--- src/rtl/dds_uart_pkg.sv ---
// dds_uart_pkg: shared types and constants for the DDS-board UART transmit arbiter.
//   arb_state_e      - arbiter FSM states (idle / waiting for uart done / inter-byte gap)
//   UART_BYTE_W      - width of one UART byte
//   TIMEOUT_DEFAULT  - default send-to-done watchdog limit in clocks
package dds_uart_pkg;

    localparam int UART_BYTE_W     = 8;
    localparam int TIMEOUT_DEFAULT = 8192;

    typedef enum logic [1:0] {
        ST_IDLE = 2'd0,
        ST_WAIT = 2'd1,
        ST_GAP  = 2'd2
    } arb_state_e;

endpackage

--- src/rtl/uart_tx_arbiter_rr_pick.sv ---
// rr_pick: combinational round-robin picker.
//   req   in  N   request vector
//   ptr   in  IW  index with highest priority this round
//   grant out N   one-hot grant (0 when no request)
//   idx   out IW  index of the granted requester (0 when no request)
//   any   out 1   at least one request present
module rr_pick #(
    parameter int N  = 4,
    parameter int IW = $clog2(N)
) (
    input  logic [N-1:0]  req,
    input  logic [IW-1:0] ptr,
    output logic [N-1:0]  grant,
    output logic [IW-1:0] idx,
    output logic          any
);

    logic [IW-1:0] idx_lo;
    logic [IW-1:0] idx_hi;
    logic          hit_hi;

    // Two searches: lowest request at/above ptr, and lowest overall (the wrap case).
    // Scanning downward leaves the lowest matching index in each result.
    always_comb begin
        idx_lo = '0;
        idx_hi = '0;
        hit_hi = 1'b0;
        for (int i = N - 1; i >= 0; i--) begin
            if (req[i]) begin
                idx_lo = IW'(i);
                if (IW'(i) >= ptr) begin
                    idx_hi = IW'(i);
                    hit_hi = 1'b1;
                end
            end
        end
    end

    assign any   = |req;
    assign idx   = hit_hi ? idx_hi : idx_lo;
    assign grant = any ? (N'(1) << idx) : '0;

endmodule

--- src/rtl/uart_tx_arbiter.sv ---
// uart_tx_arbiter: shares one UART transmitter among N_REQ byte producers.
// Round-robin per byte, optional packet lock (requester keeps the grant while
// its accepted byte carried req_lock), optional idle gap after each byte.
// Optional watchdog enabled by defining UART_ARB_TIMEOUT_EN.
//   clock, reset          system clock, synchronous active-high reset
//   req_valid/data/lock   per-requester byte offer (data of i at [8*i+7:8*i])
//   req_ready             1-clock pulse: byte of requester i accepted
//   req_done              1-clock pulse: byte of requester i shifted out
//   busy                  high from accept until back in idle
//   uart_send, uart_data  send pulse and held byte to the UART
//   uart_done             done pulse from the UART
//   timeout_err           1-clock pulse on watchdog abort (0 without UART_ARB_TIMEOUT_EN)
module uart_tx_arbiter
    import dds_uart_pkg::*;
#(
    parameter int N_REQ      = 4,
    parameter int GAP_CYCLES = 0,
    parameter int TIMEOUT    = TIMEOUT_DEFAULT
) (
    input  logic                     clock,
    input  logic                     reset,
    input  logic [N_REQ-1:0]         req_valid,
    input  logic [8*N_REQ-1:0]       req_data,
    input  logic [N_REQ-1:0]         req_lock,
    output logic [N_REQ-1:0]         req_ready,
    output logic [N_REQ-1:0]         req_done,
    output logic                     busy,
    output logic                     uart_send,
    output logic [UART_BYTE_W-1:0]   uart_data,
    input  logic                     uart_done,
    output logic                     timeout_err
);

    localparam int IW = $clog2(N_REQ);

    arb_state_e             state_q, state_d;
    logic [IW-1:0]          ptr_q, ptr_d;
    logic [IW-1:0]          owner_q, owner_d;
    logic                   lock_q, lock_d;          // owner holds the packet lock
    logic                   lock_acc_q, lock_acc_d;  // req_lock of the byte in flight
    logic [UART_BYTE_W-1:0] data_q, data_d;
    logic [N_REQ-1:0]       ready_q, ready_d;
    logic [N_REQ-1:0]       done_q, done_d;
    logic                   busy_q, busy_d;
    logic                   send_q, send_d;
    logic [7:0]             gap_q, gap_d;
`ifdef UART_ARB_TIMEOUT_EN
    logic [15:0]            tmo_q, tmo_d;
    logic                   terr_q, terr_d;
`endif

    logic [N_REQ-1:0]       pick_grant;
    logic [IW-1:0]          pick_idx;
    logic                   pick_any;
    logic                   lock_hit;
    logic [IW-1:0]          win_idx;
    logic [N_REQ-1:0]       win_onehot;
    logic [IW-1:0]          ptr_inc;

    rr_pick #(.N(N_REQ), .IW(IW)) u_pick (
        .req   (req_valid),
        .ptr   (ptr_q),
        .grant (pick_grant),
        .idx   (pick_idx),
        .any   (pick_any)
    );

    // A locked owner that is still offering a byte beats the rr pointer.
    assign lock_hit   = lock_q && req_valid[owner_q];
    assign win_idx    = lock_hit ? owner_q : pick_idx;
    assign win_onehot = lock_hit ? (N_REQ'(1) << owner_q) : pick_grant;
    assign ptr_inc    = (owner_q == IW'(N_REQ - 1)) ? '0 : owner_q + 1'b1;

    always_comb begin
        state_d    = state_q;
        ptr_d      = ptr_q;
        owner_d    = owner_q;
        lock_d     = lock_q;
        lock_acc_d = lock_acc_q;
        data_d     = data_q;
        ready_d    = '0;
        done_d     = '0;
        busy_d     = busy_q;
        send_d     = 1'b0;
        gap_d      = gap_q;
`ifdef UART_ARB_TIMEOUT_EN
        tmo_d      = tmo_q;
        terr_d     = 1'b0;
`endif
        case (state_q)
            ST_IDLE: begin
                busy_d = 1'b0;
                // Owner withdrew between packets: lock is gone.
                if (lock_q && !req_valid[owner_q]) begin
                    lock_d = 1'b0;
                end
                if (pick_any) begin
                    owner_d    = win_idx;
                    lock_acc_d = req_lock[win_idx];
                    data_d     = req_data[{win_idx, 3'b000} +: UART_BYTE_W];
                    ready_d    = win_onehot;
                    send_d     = 1'b1;
                    busy_d     = 1'b1;
                    state_d    = ST_WAIT;
`ifdef UART_ARB_TIMEOUT_EN
                    tmo_d      = '0;
`endif
                end
            end
            ST_WAIT: begin
                if (uart_done) begin
                    done_d = N_REQ'(1) << owner_q;
                    if (lock_acc_q) begin
                        lock_d = 1'b1;
                    end else begin
                        lock_d = 1'b0;
                        ptr_d  = ptr_inc;
                    end
                    if (GAP_CYCLES > 0) begin
                        gap_d   = '0;
                        state_d = ST_GAP;
                    end else begin
                        busy_d  = 1'b0;
                        state_d = ST_IDLE;
                    end
                end
`ifdef UART_ARB_TIMEOUT_EN
                else if (tmo_q == 16'(TIMEOUT - 1)) begin
                    terr_d  = 1'b1;
                    lock_d  = 1'b0;
                    ptr_d   = ptr_inc;
                    busy_d  = 1'b0;
                    state_d = ST_IDLE;
                end else begin
                    tmo_d = tmo_q + 16'd1;
                end
`endif
            end
            ST_GAP: begin
                if (gap_q == 8'(GAP_CYCLES - 1)) begin
                    busy_d  = 1'b0;
                    state_d = ST_IDLE;
                end else begin
                    gap_d = gap_q + 8'd1;
                end
            end
            default: begin
                busy_d  = 1'b0;
                state_d = ST_IDLE;
            end
        endcase
    end

    always_ff @(posedge clock) begin
        if (reset) begin
            state_q    <= ST_IDLE;
            ptr_q      <= '0;
            owner_q    <= '0;
            lock_q     <= 1'b0;
            lock_acc_q <= 1'b0;
            data_q     <= '0;
            ready_q    <= '0;
            done_q     <= '0;
            busy_q     <= 1'b0;
            send_q     <= 1'b0;
            gap_q      <= '0;
`ifdef UART_ARB_TIMEOUT_EN
            tmo_q      <= '0;
            terr_q     <= 1'b0;
`endif
        end else begin
            state_q    <= state_d;
            ptr_q      <= ptr_d;
            owner_q    <= owner_d;
            lock_q     <= lock_d;
            lock_acc_q <= lock_acc_d;
            data_q     <= data_d;
            ready_q    <= ready_d;
            done_q     <= done_d;
            busy_q     <= busy_d;
            send_q     <= send_d;
            gap_q      <= gap_d;
`ifdef UART_ARB_TIMEOUT_EN
            tmo_q      <= tmo_d;
            terr_q     <= terr_d;
`endif
        end
    end

    assign req_ready = ready_q;
    assign req_done  = done_q;
    assign busy      = busy_q;
    assign uart_send = send_q;
    assign uart_data = data_q;
`ifdef UART_ARB_TIMEOUT_EN
    assign timeout_err = terr_q;
`else
    assign timeout_err = 1'b0;
`endif

endmodule

--- config.mk ---
export PLATFORM = sky130hd
export DESIGN_NAME = uart_tx_arbiter
export DESIGN_NICKNAME = d
export VERILOG_FILES = /design/src/rtl/dds_uart_pkg.sv /design/src/rtl/uart_tx_arbiter_rr_pick.sv /design/src/rtl/uart_tx_arbiter.sv
export SDC_FILE = /design/constraint.sdc
export NUM_CORES = 1
export LEC_CHECK = 0
export CAP_MARGIN = 20
export CORE_AREA = 2 2 61 63
export CTS_BUF_LIST = sky130_fd_sc_hd__clkbuf_16
export DETAILED_ROUTE_END_ITERATION = 12
export DIE_AREA = 0 0 63 65
export PLACE_DENSITY = 0.8
export SETUP_SLACK_MARGIN = 0.1
export SYNTH_ARGS = -nofsm -noshare
export SYNTH_HDL_FRONTEND = slang
export SYNTH_SLANG_ARGS = --single-unit
--- constraint.sdc ---
create_clock -name clock -period 2.25 [get_ports clock]
set_input_delay 0.3375 -clock clock [delete_from_list [all_inputs] [get_ports clock]]
set_output_delay 0.3375 -clock clock [all_outputs]
set_load 0.02 [all_outputs]
==> results.yml <==
synth:
  synth.avg_cell_area_um2: 9.55
  yosys_warnings: 0
  yosysSeqAreaShare: 0.372
  synth-edff-count: 0
  synth_ff_type: "dfxtp_1"
  synthTopCellsByArea: "dfxtp_1, mux2i_1, o221ai_1"
  synth.top_cell.area_share: 0.372
  ys_types: 37
  synth_fp_nets: 188
  synthCells: 141
  async_reset_ff_frac: 0
  synth_area_leader_cell: "dfxtp_1"
  ys_ff_latch: 25
  synthesis.area_mm2: 0.00135
worst_setup_path:
  critPathLaunchType: "input pin"
  required_ns: 2.41
  end_kind: "flop"
  crit_type: "in -> reg"
  ff2ff_path_depth: 7
  rrSetupSlack_ns: 0.34
  reg2reg_to: "lock_acc_q"
  crit_arrival_ns: 2.20
  crit_fanout: 5
  worstReg2RegStart: "owner_q[0]"
global_routing:
  grt_use_met3: 0.0226
  grt_first_pass_wirelength_um: 5820
  antenna_found_initial: 0
  grt_overflow_total: 0
  grt.total_usage: 0.180
  grt_max_degree: 15
  grt_use_met1: 0.226
  use_met2: 0.313
  top_usage_layer: "met2"
  grt_pass1_vias: 1250
sta:
  drv_slew: 0
  finalHoldViolations: 0
  setup_violations: 0
  rsz0062_at_grt: "no"
  period_share: 0.910
  worst_slack_ns: 0.203
  final.min_clock_period_ns: 2.05
  max_clock_freq_mhz: 489
  timing.setup.tns_ns: 0
  final.setup_skew_ns: 0.00421
power_and_ir_drop:
  internal_power_uw: 967
  switching_power_uw: 368
  total_power_uw: 1340
  p_comb_frac: 0.322
  pwr-share-clk: 0.297
  powerDensity_mw_per_mm2: 613
  vdd_drop_max_v: 0.000332
  p_leak_uw: 0.000903
  seq_power_share: 0.381
  switching_share: 0.276
final_layout:
  areaGrowthSynthToFinish_pct: 61.9
  fin_cells: 265
  antenna_cells: 0
  nets: 265
  layout-drive-gt1-share: 0.147
floorplan:
  pin_count: 62
  fp.coreArea_mm2: 0.00350
  die_x_um: 63
  die_h_um: 65
  dieArea_mm2: 0.00410
  start_util: 0.385
  rows: 22
detailed_routing:
  vias: 1290
  first_pass_iters: 4
  wire_per_inst_um: 12.7
  routed_wl_um: 3380
  via_per_inst: 4.87
  drc: 0
  ant_nets: 0
  drt-initial-drc-count: 39
worst_hold_path:
  hp-start: "uart_data[7]"
  hold_path_end: "uart_data[7]"
  hold_depth: 2
  worstHoldPathType: "reg -> reg"
clock_tree:
  cts_hold_buf: 0
  cts_buffers: 3
  cts_tree: "done"
  htreeDepth: 1
  cts-root-buf: "clkbuf_16"
  cts_buffer_depth: 2
  clk_latency_ns: 0.26
  cts_sinks: 25
  cts.clk_slew.worst_paths_ns: 0.06
place:
  dp_hpwl_um: 2600
  port_buffers: 60
  place_ws_ns: -0.0512
  place_inst: 261
  gp_congestion: 0.783
flow_run:
  cap_violations: 0
run_status:
  status: "complete, no violations"
## kinds of logic after synthesis
logic type / share of synthesized area
AOI/OAI and AO/OA: 0.189
adders and majority gates: 0.0372
buffers and inverters: 0.0558
DFF: 0.372
muxes: 0.161
other: 0.00279
and+or+nand+nor: 0.183
## cells in the final DEF, fill, tap and decap left out, drive strengths merged, types with 2 or more instances in the layout
cell,instances
nor2,12
o21ai,3
a211oi,2
mux2,2
nand2,18
and2,6
nor2b,3
mux2i,19
o221ai,8
nand2b,4
a21oi,8
dfxtp,25
nor3,2
or2,2
inv,5
clkdlybuf4s50,59
clkbuf,3
ha,4
buf,17
## worst max-delay path by stage
| stage | start | end | slack [ns] | depth (start not counted) |
|---|---|---|---|---|
| 2_1_floorplan | owner_q[0] | uart_data[0] | 0.32 | 8 |
| 5_1_grt | req_valid[0] | lock_acc_q | 0.10 | 8 |
| 4_1_cts | req_valid[1] | uart_data[6] | 0.18 | 7 |
| 3_3_place_gp | req_valid[0] | uart_data[3] | -0.04 | 8 |
| 3_5_place_dp | req_valid[1] | uart_data[4] | -0.05 | 7 |
| 6_report | req_valid[0] | lock_acc_q | 0.20 | 8 |
## registers in the layout, indices dropped and copies added, names as in the netlist
signal,cells
busy,1
req_ready,4
req_done,4
ptr_q,2
state_q,1
owner_q,2
lock_q,1
uart_send,1
uart_data,8
lock_acc_q,1
## cell type report
class | instances | area [um^2]
Clock buffer | 3 | 75.1
Clock inverter | 1 | 5.00
Fill cell | 302 | 1320
Inverter | 5 | 18.8
Multi-Input combinational cell | 106 | 777
Sequential cell | 25 | 500
Tap cell | 48 | 60.1
Timing Repair Buffer | 77 | 743
## critical path: stages
cell and delay [ns]:
clkdlybuf4s50_1 0.47, mux2_4 0.32, and2_4 0.17, o31ai_2 0.27
buf_4 0.18, mux2i_1 0.18, mux2i_1 0.08, a22o_1 0.20
## stage by stage
stage,hold WS (ns),cell area (um^2),util
after floorplan,0.470,1350,-
after CTS,0.473,2170,0.621
final,0.467,2180,0.623
after global routing,0.496,2180,0.623
after detailed placement,0.450,2090,0.598
after global placement,0.442,2090,0.598
## synthesized netlist by cell type, drive strengths merged (4+ instances only)
cell and n:
dfxtp 25, mux2i 19, nand2 18, nor2 12
a21oi 8, o221ai 8, and2 6, inv 5
ha 4, nand2b 4
## what timing repair did
action                                 CTS  global route
endpoints found under the hold margin    0             0
setup endpoints to repair                0             8
setup buffers                            0             0
resized for setup                        0             3
## power groups by stage
stage	Clock [uW]	Sequential, uW	Combinational, uW
final	396	508	430
after global routing	427	513	468
after CTS	399	509	430
after detailed placement	0	517	426
after global placement	0	517	421
after floorplan	0	552	203
## metal layers
metal  share of wire  vias to the layer above  wire length [um]
li1                -                      654                 -
met1            0.44                      594              1490
met2            0.50                       37              1690
met3           0.041                        5               139
met4           0.017                        0                58
met5               0                        -                 0
(Power assumes the default switching activity.)
